### config.mk
export PLATFORM = sky130hd
export DESIGN_NAME = rom_scan_ctrl_flat
export DESIGN_NICKNAME = d
export VERILOG_FILES = /design/src/rtl/rom_scan_ctrl_pkg.sv /design/src/rtl/rom_scan_ctrl_if.sv /design/src/rtl/rom_scan_ctrl.sv /design/src/flat_wrapper.sv
export SDC_FILE = /design/constraint.sdc
export NUM_CORES = 1
export LEC_CHECK = 0
export BUFFER_PORTS_ARGS = -buffer_cell sky130_fd_sc_hd__buf_4
export CAP_MARGIN = 15
export CELL_PAD_IN_SITES_DETAIL_PLACEMENT = 0
export CELL_PAD_IN_SITES_GLOBAL_PLACEMENT = 2
export CORE_ASPECT_RATIO = 1.75
export CORE_MARGIN = 4
export CORE_UTILIZATION = 30
export CTS_CLUSTER_DIAMETER = 50
export DETAILED_ROUTE_END_ITERATION = 7
export PLACE_DENSITY = 0.81
export SLEW_MARGIN = 0
export SYNTH_ARGS = -nofsm -noshare
export SYNTH_HDL_FRONTEND = slang
export SYNTH_SLANG_ARGS = --single-unit
export TNS_END_PERCENT = 30
### constraint.sdc
create_clock -name clk -period 1.8 [get_ports clk]
set_input_delay 0.36 -clock clk [delete_from_list [all_inputs] [get_ports clk]]
set_output_delay 0.36 -clock clk [all_outputs]
set_load 0.01 [all_outputs]
### src/rtl/rom_scan_ctrl_pkg.sv
// Shared constants and state encoding for the ROM scan sequencer.
package rom_scan_ctrl_pkg;

  localparam int ADDR_W = 3;
  localparam int DATA_W = 4;
  localparam int DEPTH  = 2 ** ADDR_W;
  localparam int SUM_W  = DATA_W + ADDR_W;
  localparam int LEN_W  = ADDR_W + 1;

  localparam logic [LEN_W-1:0] MAX_LEN = LEN_W'(DEPTH);

  typedef enum logic [1:0] {
    IDLE = 2'd0,
    SCAN = 2'd1,
    DONE = 2'd2
  } state_t;

  // A window longer than the ROM would revisit words, so it is cut to one full lap.
  function automatic logic [LEN_W-1:0] clamp_len(input logic [LEN_W-1:0] len);
    return (len > MAX_LEN) ? MAX_LEN : len;
  endfunction

endpackage

### src/rtl/rom_scan_ctrl_if.sv
// Control handshake plus ROM address/data bus of the scan sequencer.
interface rom_scan_ctrl_if;
  import rom_scan_ctrl_pkg::*;

  logic              start;
  logic [ADDR_W-1:0] base_addr;
  logic [LEN_W-1:0]  length;
  logic              busy;
  logic              done;
  logic [SUM_W-1:0]  sum;
  logic [DATA_W-1:0] max_val;
  logic [ADDR_W-1:0] max_addr;
  logic [ADDR_W-1:0] Rom_addr;
  logic [DATA_W-1:0] Rom_data;

  // Lab control plus ROM side: issues requests, returns ROM data.
  modport master (
    output start, base_addr, length, Rom_data,
    input  busy, done, sum, max_val, max_addr, Rom_addr
  );

  // Scan sequencer side.
  modport slave (
    input  start, base_addr, length, Rom_data,
    output busy, done, sum, max_val, max_addr, Rom_addr
  );

endinterface

### src/rtl/rom_scan_ctrl.sv
// Walks a wrapping window of ROM addresses, one word per cycle, and
// accumulates sum, maximum and address of the first maximum.
module rom_scan_ctrl
  import rom_scan_ctrl_pkg::*;
(
  input  logic           clk,
  input  logic           reset_n,
  rom_scan_ctrl_if.slave bus
);

  state_t            r_state;
  state_t            w_next_state;
  logic [ADDR_W-1:0] r_rom_addr;
  logic [LEN_W-1:0]  r_remaining;
  logic              r_first;
  logic [SUM_W-1:0]  r_sum;
  logic [DATA_W-1:0] r_max_val;
  logic [ADDR_W-1:0] r_max_addr;
  logic              r_busy;
  logic              r_done;
  logic              w_last;

  assign w_last = (r_remaining == LEN_W'(1));

  // State register.
  // NOTE: sequential state uses non-blocking assignments so every flop samples pre-edge values.
  always_ff @(posedge clk or negedge reset_n) begin
    if (!reset_n) r_state <= IDLE;
    else          r_state <= w_next_state;
  end

  // Next-state decode.
  // NOTE: default assigned first so no path leaves w_next_state unassigned (no latch).
  always_comb begin
    w_next_state = r_state;
    unique case (r_state)
      IDLE: if (bus.start) w_next_state = (bus.length == '0) ? DONE : SCAN;
      SCAN: if (w_last)    w_next_state = DONE;
      DONE:                w_next_state = IDLE;
      default:             w_next_state = IDLE;
    endcase
  end

  // Address walk, accumulators and registered status outputs.
  always_ff @(posedge clk or negedge reset_n) begin
    if (!reset_n) begin
      r_rom_addr  <= '0;
      r_remaining <= '0;
      r_first     <= 1'b0;
      r_sum       <= '0;
      r_max_val   <= '0;
      r_max_addr  <= '0;
      r_busy      <= 1'b0;
      r_done      <= 1'b0;
    end else begin
      unique case (r_state)
        IDLE: begin
          if (bus.start) begin
            r_rom_addr <= bus.base_addr;
            r_sum      <= '0;
            r_max_val  <= '0;
            if (bus.length != '0) begin
              r_remaining <= clamp_len(bus.length);
              r_first     <= 1'b1;
              r_max_addr  <= '0;
            end else begin
              // Empty window reports its base as the (vacuous) max location.
              r_max_addr <= bus.base_addr;
            end
          end
        end
        SCAN: begin
          r_sum <= r_sum + SUM_W'(bus.Rom_data);
          // Strict compare keeps the earliest address on ties.
          if (r_first || (bus.Rom_data > r_max_val)) begin
            r_max_val  <= bus.Rom_data;
            r_max_addr <= r_rom_addr;
          end
          r_first     <= 1'b0;
          r_remaining <= r_remaining - LEN_W'(1);
          // Address stays on the last word so it still points into the window.
          if (!w_last) r_rom_addr <= r_rom_addr + ADDR_W'(1);
        end
        default: ;
      endcase
      r_busy <= (w_next_state != IDLE);
      r_done <= (w_next_state == DONE);
    end
  end

  assign bus.Rom_addr = r_rom_addr;
  assign bus.sum      = r_sum;
  assign bus.max_val  = r_max_val;
  assign bus.max_addr = r_max_addr;
  assign bus.busy     = r_busy;
  assign bus.done     = r_done;

endmodule
### src/flat_wrapper.sv
// flat-port wrapper written by rule: the top's interface ports become plain ports
module rom_scan_ctrl_flat import rom_scan_ctrl_pkg::*;
  (clk, reset_n, bus_start, bus_base_addr, bus_length, bus_Rom_data, bus_busy, bus_done, bus_sum, bus_max_val, bus_max_addr, bus_Rom_addr);
  rom_scan_ctrl_if bus_i ();
  input  logic clk;
  input  logic reset_n;
  input wire logic [$bits(bus_i.start)-1:0] bus_start;
  input wire logic [$bits(bus_i.base_addr)-1:0] bus_base_addr;
  input wire logic [$bits(bus_i.length)-1:0] bus_length;
  input wire logic [$bits(bus_i.Rom_data)-1:0] bus_Rom_data;
  output wire logic [$bits(bus_i.busy)-1:0] bus_busy;
  output wire logic [$bits(bus_i.done)-1:0] bus_done;
  output wire logic [$bits(bus_i.sum)-1:0] bus_sum;
  output wire logic [$bits(bus_i.max_val)-1:0] bus_max_val;
  output wire logic [$bits(bus_i.max_addr)-1:0] bus_max_addr;
  output wire logic [$bits(bus_i.Rom_addr)-1:0] bus_Rom_addr;
  assign bus_i.start = bus_start;
  assign bus_i.base_addr = bus_base_addr;
  assign bus_i.length = bus_length;
  assign bus_i.Rom_data = bus_Rom_data;
  assign bus_busy = bus_i.busy;
  assign bus_done = bus_i.done;
  assign bus_sum = bus_i.sum;
  assign bus_max_val = bus_i.max_val;
  assign bus_max_addr = bus_i.max_addr;
  assign bus_Rom_addr = bus_i.Rom_addr;
  rom_scan_ctrl u_core (.clk(clk), .reset_n(reset_n), .bus(bus_i));
endmodule
Word-level counts from Yosys, hierarchy flattened
Index checks and enable logic that the tools add are counted.

cells by class
  $lt $le $gt $ge = 2
  equal/unequal tests = 7
  mux-type cells = 23
  multipliers = 0
  shift-type cells = 0
  div/mod/pow operators = 0
  bitwise operators = 0
  $add $sub $neg = 3
  reduce and logical (&&, ||, !) cells = 10

operators with widths
  kind                                                                 count
  4-bit 2-to-1 mux                                                     5
  4-bit case mux with 2 select lines                                   2
  3-bit 2-to-1 mux                                                     5
  7-bit case mux with 2 select lines                                   1
  3-bit case mux with 2 select lines                                   2
  3-bit AND reduction                                                  3
  7-bit by 4-bit adder with 7-bit output                               1
  7-bit 2-to-1 mux                                                     1
  2-bit 2-to-1 mux                                                     3
  4-bit by 1-bit == test with 1-bit output (second input constant)     1
  4-bit > comparator                                                   1
  4-bit > comparator (second input constant)                           1
  4-bit zero test                                                      1
  2-bit by 1-bit != test with 1-bit output (second input constant)     2
  2-bit != test (second input constant)                                2
  2-bit case mux with 2 select lines                                   1
  2-bit nonzero test                                                   2
  4-bit nonzero test                                                   1
  4-bit by 1-bit subtractor with 4-bit output (second input constant)  1
  3-bit by 1-bit adder with 3-bit output (second input constant)       1
  2-bit by 1-bit == test with 1-bit output (second input constant)     1
  2-bit == test (second input constant)                                1
  2-bit zero test                                                      1
  1-bit 2-to-1 mux                                                     2
  3 further kinds                                                      3

storage, ports and cells
  bits in read-only memories = 0
  RAM bits = 0
  word-level logic and storage cells = 54
  latch bits = 0
  output and inout port bits = 19
  memories kept = 0
  flip-flop bits (word level) = 26

Depth between registers and ports, before layout
Gate-level depths: netlist (run 1).

  word-level depth = 5
  depth in mapped cells = 6
  mapped depth without buffers = 6

Least setup slack after synthesis (run 1)
OpenSTA, ideal clock, no wires.

  path kind = reg-to-reg
  start point = reg u_core.r_max_val[1] (netlist: u_core.bus.max_val[1])
  end point = reg u_core.r_max_addr[0] (netlist: u_core.bus.max_addr[0])
  period minus slack after synthesis = 1.765 ns
  path buffers = 0
  data arrival time = 1.638 ns
  stages on the path, launching flop included = 7
  data required time = 1.672 ns
  path slack = 0.035 ns
  cells stage by stage = dfrtp_1 > inv_1 > ha_1 > nor2b_1 > o211ai_1 > a31o_2 > mux2_1

between the ends
  cells in the longest elaborated chain, start to end = 4

ends and longest elaborated chain
  element                                             line                 text
  start: declaration                                  rom_scan_ctrl.sv:17  logic [DATA_W-1:0] r_max_val;
  start signal: assignment                            rom_scan_ctrl.sv:76  r_max_val <= bus.Rom_data;
  4-bit > comparator                                  rom_scan_ctrl.sv:75  if (r_first || (bus.Rom_data > r_max_val)) begin
  1-bit logical OR                                    rom_scan_ctrl.sv:75
  2-bit by 1-bit != test with 1-bit output (no line)  n/a
  3-bit AND reduction (no line)                       n/a
  end signal: assignment                              rom_scan_ctrl.sv:68  r_max_addr <= bus.base_addr;
  end signal: assignment                              rom_scan_ctrl.sv:77  r_max_addr <= r_rom_addr;
  end: declaration                                    rom_scan_ctrl.sv:18  logic [ADDR_W-1:0] r_max_addr;

No other way between the ends.
A chain may end at the register's enable or synchronous reset.

Worst setup path in the final report (run 1)
  start point = reg u_core.r_sum[0] (netlist: u_core.bus.sum[0])
  end point = reg u_core.r_sum[6] (netlist: u_core.bus.sum[6])

between the ends
  cells in the longest elaborated chain, start to end = 2

ends and longest elaborated chain
  element                                 line                 text
  start: declaration                      rom_scan_ctrl.sv:16  logic [SUM_W-1:0] r_sum;
  start signal: assignment                rom_scan_ctrl.sv:73  r_sum <= r_sum + SUM_W'(bus.Rom_data);
  7-bit by 4-bit adder with 7-bit output  rom_scan_ctrl.sv:73
  7-bit case mux with 2 select lines      rom_scan_ctrl.sv:56  unique case (r_state)

No other way between the ends.

==> results of run 1 <==
## layout make-up
cell class / instances / area, sq um / area share, %
timing repair buffer: 43 / 341.6 / 17.41
inverter: 9 / 33.78 / 1.722
sequential: 26 / 650.6 / 33.16
multi-input combinational: 100 / 815.8 / 41.58
clock buffer: 4 / 55.05 / 2.806
tap: 52 / 65.06 / 3.316
## cells in the final DEF (no fill, tap or decap), types with 3 or more instances in the layout
| master | n |
|---|---|
| a22o_1 | 4 |
| buf_4 | 40 |
| clkbuf_8 | 4 |
| dfrtp_1 | 26 |
| ha_1 | 10 |
| inv_1 | 8 |
| mux2_4 | 3 |
| nand2_1 | 14 |
| nand3_1 | 8 |
| o211ai_1 | 5 |
| o21ai_0 | 9 |
## logic make-up after synthesis
| group | Yosys count |
|---|---|
| AND/OR/NAND/NOR | 40 |
| adder cells (fa/ha/maj) | 12 |
| buffers and inverters | 14 |
| flip-flops | 26 |
| XOR/XNOR | 1 |
| AO/OA/AOI/OAI | 42 |
| multiplexers | 5 |
## critical path, cell delays in order (launching register included)
cell and delay [ns]:
dfrtp_1 0.40, ha_1 0.23, fa_1 0.39, a21o_1 0.22
a21oi_4 0.18, o211ai_1 0.12, o31ai_1 0.09
## through the flow
| stage | util (%) | cells | hold slack (ns) | TNS (ns) |
|---|---|---|---|---|
| floorplan | - | 140 | 0.06441 | 0 |
| global placement | 38.74 | 228 | 0.2890 | -0.008400 |
| detailed placement | 38.74 | 228 | 0.3021 | -0.3631 |
| CTS | 40.18 | 233 | 0.3253 | -0.007102 |
| global route | 41.32 | 234 | 0.3370 | -0.1010 |
| finish | 41.32 | 234 | 0.3349 | 0 |
## sequential cells by signal (all words and copies together) (netlist names)
name and cells:
u_core.bus.Rom_addr 3, u_core.bus.busy 1, u_core.bus.done 1, u_core.bus.max_addr 3, u_core.bus.max_val 4, u_core.bus.sum 7
u_core.r_first 1, u_core.r_remaining 4, u_core.r_state 2
## report_power, final
| group | leakage, nW | internal, mW | switching, mW |
|---|---|---|---|
| Combinational | 0.594 | 1.10 | 1.02 |
| Clock | 0.0288 | 0.196 | 0.189 |
| Sequential | 0.318 | 0.865 | 0.242 |
## worst paths after layout
kind / cells past startpoint / endpoint / slack [ns]
worst max-delay path: 6 / u_core.bus.sum[6] / 0.08
worst min-delay path: 2 / u_core.bus.max_val[0] / 0.33
worst max register to register: 6 / u_core.bus.sum[6] / 0.08
worst min register to register: 1 / u_core.bus.sum[6] / 0.50
max in group asynchronous: 2 / u_core.bus.max_val[1] / 1.01
min in group asynchronous: 2 / u_core.bus.Rom_addr[1] / 0.53
## what timing repair did
item	CTS	global route
hold endpoints to repair	14	0
endpoints found under the setup margin	3	9
buffers inserted	0	1
hold buffers	1	0
pin swaps	1	7
gates resized for setup	1	10
## per-layer routing
layer | share of wire (%) | track usage, %
met2 | 52 | 21.70
met5 | 0 | 0
met1 | 42 | 14.82
met3 | 3.5 | 1.923
met4 | 3.1 | 6.845
==> metrics.md, run 1 <==
| Metric | Value |
|---|---|
| Status | `complete, no violations` |
| P_leak | `0.9414 nW` |
| Antenna violations before repair | `0` |
| DR DRC count | `0` |
| R2R Path Start | `u_core.bus.sum[0]` |
| Synth-to-Final Area Change | `32.21%` |
| Pin count of the biggest net entering global routing | `27` |
| Critical path class | `flop to flop` |
| WL per Instance | `15.72 microns` |
| Pre-CTS setup slack | `-0.08116 ns` |
| Simple-gate share of the synthesized area | `15.77%` |
| VDD IR-drop max | `739.6 uV` |
| RSZ-0062 raised after global routing | `yes` |
| Share of cells above drive strength 1 | `37.36%` |
| DRT iter0 DRCs | `41` |
| Tmin final | `1.722 ns` |
| I/O Buffers | `32` |
| Largest family of logic cells by synthesized area | `compound AO/OA/AOI/OAI gates` |
| Synth area leader | `dfrtp_1` |
| Vias | `1,226` |
| Required time worst endpoint | `1.98 ns` |
| Die area | `0.006180 sq mm` |
| Post-Synth XOR/XNOR Area | `0.5902%` |
| Tot Pwr | `3.613 mW` |
| Fmax | `0.5807 GHz` |
| Ports | `33` |
| Fin nets | `209` |
| # rows | `33` |
| Post-synthesis mux area share | `3.626%` |
| Class of the tightest hold or removal check | `primary input to flop` |
| CTS H-tree lvls | `1` |
| Filler Cell Count | `451` |
| Adder-Cell Fraction of Synth Area | `10.62%` |
| Seq/Total Area, Yosys | `43.84%` |
| Worst setup path startpoint | `u_core.bus.sum[0]` |
| Starting Density | `31.25%` |
| Core area | `0.004748 sq mm` |
| Synth top area cells | `dfrtp_1 44%, ha_1 9.3%, nand2_1 3.5%` |
| CTS tree | `built` |
| #FFs+latches synth | `26` |
| Final worst slack | `0.07790 ns` |
| Crit Path Max Fanout | `4` |
| Gate count after technology mapping | `140` |
| Antenna-violating nets left | `0` |
| Post-synth top area share | `43.84%` |
| Mapped Area | `0.001484 sq mm` |
| GRT overflow | `0` |
| Vias in the first global route | `1,327` |
| Root Driver | `clkbuf_8` |
| CP endpoint kind | `flop` |
| Syn_area_per_cell | `10.60 sq um` |
| Asr flop ratio synth | `100.0%` |
| Synth cell count leaders | `26 x dfrtp_1, 14 x nand2_1, 11 x ha_1, 9 x inv_1, 9 x o21ai_0` |
| Distinct cells, synth | `45` |
| Final Hold Violating Endpoints | `0` |
| Die X-Extent | `61.17 microns` |
| Worst-Skew Late Latency | `0.27 ns` |
| Clock skew | `0.003822 ns` |
| Hold Startpoint | `bus_Rom_data[0]` |
| CTS buffer count | `3` |
| Detailed Route WL | `3679 microns` |
| Worst EP arrival | `1.90 ns` |
| Cell Area, Placed | `0.001839 sq mm` |
| Drt pass-1 iters | `4` |
| Pwr Density | `1841 mW/mm^2` |
| Top FF cell, synth | `dfrtp_1` |
| Sink Count | `26` |
| Normalized max-slew margin | `66.67%` |
| Clock-pin slew on the worst setup and hold paths | `0.09 ns` |
| Vias per cell | `5.239` |
| CP Launch Type | `flop` |
| All-Layer GR Usage | `12.81%` |
| Max Slew Vio Count | `0` |
| Syn Nets | `166` |
| Synth Area in Compound Gates | `21.25%` |
| Max-cap violations | `0` |
| Hpwl dp | `2839 microns` |
| # diodes | `0` |
| Post-synth EDFFs | `0` |
| GPL Wtd Cong | `0.8574` |
| Syn. warnings | `0` |
| Finish-stage setup viols | `0` |
| Worst Tran Pin Value | `0.4958 ns` |
| Die Ht | `101.0 microns` |
| Design area | `0.001962 sq mm` |
| Worst-case clock buffer depth | `2` |
| First-pass GRT wire length | `6051 microns` |
| Final Cycle Share | `95.67%` |
| Top-count cell post-synth | `dfrtp_1` |
(Power assumes the default switching activity.)
==> run 2, diff against run 1 <==
==> constraint.sdc (replaced) <==
create_clock -name clk -period 1.8 [get_ports clk]
set_input_delay 0.54 -clock clk [delete_from_list [all_inputs] [get_ports clk]]
set_output_delay 0.54 -clock clk [all_outputs]
set_load 0.01 [all_outputs]
==> run 2 against run 1 <==
  * Non-clock buffer count rose by 4
  * Flip-flop and latch count did not move
  * Sequential share of layout area fell by 0.66 points
  * Highest routed layer unchanged
  * Register-to-register slack barely moved
  * Global-route usage rose by 0.11 points
==> metrics.md, run 2 (synthesized netlist as in run 1, its figures left out) <==
| Metric | Value |
|---|---|
| Vias | `1,197 (-2.4%)` |
| R2R Path Start | `u_core.bus.max_val[1]` |
| Tot Pwr | `3.716 mW (+2.9%)` |
| Detail Route met3 WL | `108 microns (-16%)` |
| R2r setup slk | `0.08 ns (about the same)` |
| I/O Buffers | `32 (unchanged)` |
| Final Cycle Share | `95.47% (-0.20 points)` |
| GPL Wtd Cong | `0.8408 (-1.9%)` |
| Drt pass-1 iters | `4 (unchanged)` |
| DRT iter0 DRCs | `21 (-49%)` |
| Worst setup path startpoint | `u_core.bus.max_val[1]` |
| DR DRC count | `0 (unchanged)` |
| Class of the tightest hold or removal check | `primary input to async pin` |
| Most frequent cells in the layout | `46 x buf_4, 26 x dfrtp_1, 14 x nand2_1` |
| # diodes | `0 (unchanged)` |
| CTS H-tree lvls | `1 (unchanged)` |
| Fmax | `0.5819 GHz (+0.21%)` |
| WL met1 | `1442 microns (-6.2%)` |
| CP Launch Type | `flop` |
| Clock skew | `0.01201 ns (+0.008190 ns)` |
| Normalized max-slew margin | `73.21% (+6.5 points)` |
| Critical path class | `flop to flop` |
| Antenna-violating nets left | `0 (unchanged)` |
| Clk pwr share | `13.1% (+2.4 points)` |
| WL per Instance | `14.84 microns (-5.6%)` |
| CTS tree | `built` |
| Worst-case clock buffer depth | `2 (unchanged)` |
| Ports | `33 (unchanged)` |
| Worst Tran Pin Value | `0.3982 ns (-0.09768 ns)` |
| Crit Path Max Fanout | `4 (unchanged)` |
| Commonest non-fill, non-tap cell in the layout | `buf_4` |
| Pin count of the biggest net entering global routing | `27 (unchanged)` |
| VDD IR-drop max | `809.8 uV (+9.5%)` |
| Worst setup path endpoint | `u_core.bus.max_addr[2]` |
| Uppermost layer routed | `met4` |
| Reg-to-Reg End | `u_core.bus.max_addr[2]` |
| P_leak | `0.9666 nW (+2.7%)` |
| Net Switching | `1.421 mW (-1.9%)` |
| Max Slew Vio Count | `0 (unchanged)` |
| Root Driver | `clkbuf_8` |
| RSZ-0062 raised after global routing | `no` |
| Pwr Density | `1856 mW/mm^2 (+0.80%)` |
| Worst EP arrival | `1.87 ns (-0.03 ns)` |
| Filler Cell Count | `452 (+0.22%)` |
| Max-cap violations | `0 (unchanged)` |
| Cell count after placement | `233 (+2.2%)` |
| Core area | `0.004748 sq mm (unchanged)` |
| Clock-pin slew on the worst setup and hold paths | `0.10 ns (about the same)` |
| Detailed Route WL | `3533 microns (-4.0%)` |
| # rows | `33 (unchanged)` |
| Fin nets | `213 (+1.9%)` |
| Vias in the first global route | `1,295 (-2.4%)` |
| Sw frac | `38.25% (-1.9 points)` |
| Antenna violations before repair | `0 (unchanged)` |
| Finished Layout Cells | `238 (+1.7%)` |
| Required time worst endpoint | `1.96 ns (-0.02 ns)` |
| Comb power frac | `57.3% (-1.4 points)` |
| Sink Count | `26 (unchanged)` |
| CP endpoint kind | `flop` |
| Synth-to-Final Area Change | `34.91%` |
| Hpwl dp | `2845 microns (+0.19%)` |
| Status | `complete, no violations` |
| All-Layer GR Usage | `12.93% (+0.11 points)` |
| Max FFs per register | `7 (unchanged)` |
| Post-route core utilization | `42.16% (+0.84 points)` |
| Die X-Extent | `61.17 microns (unchanged)` |
| Die area | `0.006180 sq mm (unchanged)` |
| Seq. cell area | `650.6 sq um (unchanged)` |
| Met2 WL | `1894 microns (-0.11%)` |
| CTS buffer count | `3 (unchanged)` |
| R2R depth | `6 (unchanged)` |
| Int Pwr | `2.295 mW (+6.1%)` |
| Tmin final | `1.719 ns (-0.003558 ns)` |
| GRT overflow | `0 (unchanged)` |
| First-pass GRT wire length | `6072 microns (+0.35%)` |
| Worst-Skew Late Latency | `0.27 ns (about the same)` |
| Hold_buf cts | `0 (-1)` |
| Share of cells above drive strength 1 | `39.25% (+1.9 points)` |
| Vias per cell | `5.029 (-4.0%)` |
| Finish-stage setup viols | `0 (unchanged)` |
| Die Ht | `101.0 microns (unchanged)` |
| Final Hold Violating Endpoints | `0 (unchanged)` |
| Starting Density | `31.25% (unchanged)` |
| Flop pwr share | `29.6% (-1.0 points)` |
| Multi-input logic area | `815.8 sq um (unchanged)` |
## run 2: cell count changes in the layout (fill, tap and decap cells not counted), sizes merged
| cell | before | now |
|---|---|---|
| buf | 42 | 47 |
| bufinv | 0 | 1 |
| dlygate4sd3 | 1 | 0 |
| clkbuf | 4 | 3 |
## run 2: layout make-up
class                      count  share of cell area, %
inverter                       9                  1.688
clock buffer                   3                  2.063
sequential                    26                  32.50
tap                           52                  3.250
clock inverter                 1                  1.500
multi-input combinational    100                  40.75
timing repair buffer          47                  18.25
## run 2: stage by stage
stage | cell area, sq um | TNS, ns | hold WS, ns | setup slack (ns)
2_1_floorplan | 1508 | -0.05906 | 0.2444 | -0.03850
3_3_place_gp | 1901 | -1.523 | 0.4663 | -0.1975
3_5_place_dp | 1901 | -1.760 | 0.4782 | -0.2317
4_1_cts | 1976 | 0 | 0.1693 | 0.01032
5_1_grt | 2002 | 0 | 0.1777 | 0.003842
6_report | 2002 | 0 | 0.1553 | 0.08146
## run 2: how the worst min path moves through the flow
stage                       start                     end  cells after the start
after detailed placement  reset_n       u_core.bus.sum[5]                      1
after floorplan           reset_n  u_core.bus.Rom_addr[0]                      0
after global placement    reset_n       u_core.bus.sum[5]                      1
after CTS                 reset_n       u_core.bus.sum[5]                      1
after global routing      reset_n       u_core.bus.sum[2]                      1
final                     reset_n       u_core.bus.sum[5]                      1
## run 2: per-layer routing
layer / vias up / global-route usage (%)
met3: 8 / 1.795
li1: 607 / -
met2: 22 / 22.19
met1: 560 / 15.59
met4: 0 / 5.175
met5: - / 0
## run 2: power groups by stage
stage | logic [mW] | clock network, mW | registers [mW]
CTS | 2.11 | 0.505 | 1.11
detailed placement | 2.09 | 0 | 1.12
finish | 2.13 | 0.488 | 1.10
global route | 2.37 | 0.534 | 1.15
global placement | 2.05 | 0 | 1.10
floorplan | 1.21 | 0 | 1.16
## run 2: critical path: stages (launching register included)
cell and delay (ns):
dfrtp_1 0.41, inv_2 0.07, ha_4 0.19, nor2b_4 0.11, o211ai_1 0.21, a31o_2 0.29
mux2_4 0.32
## run 2: repair_timing
item                       4_1_cts  5_1_grt
resized for setup                1        5
setup endpoints to repair        2        9
setup buffers                    0        1
pin swaps                        0        4
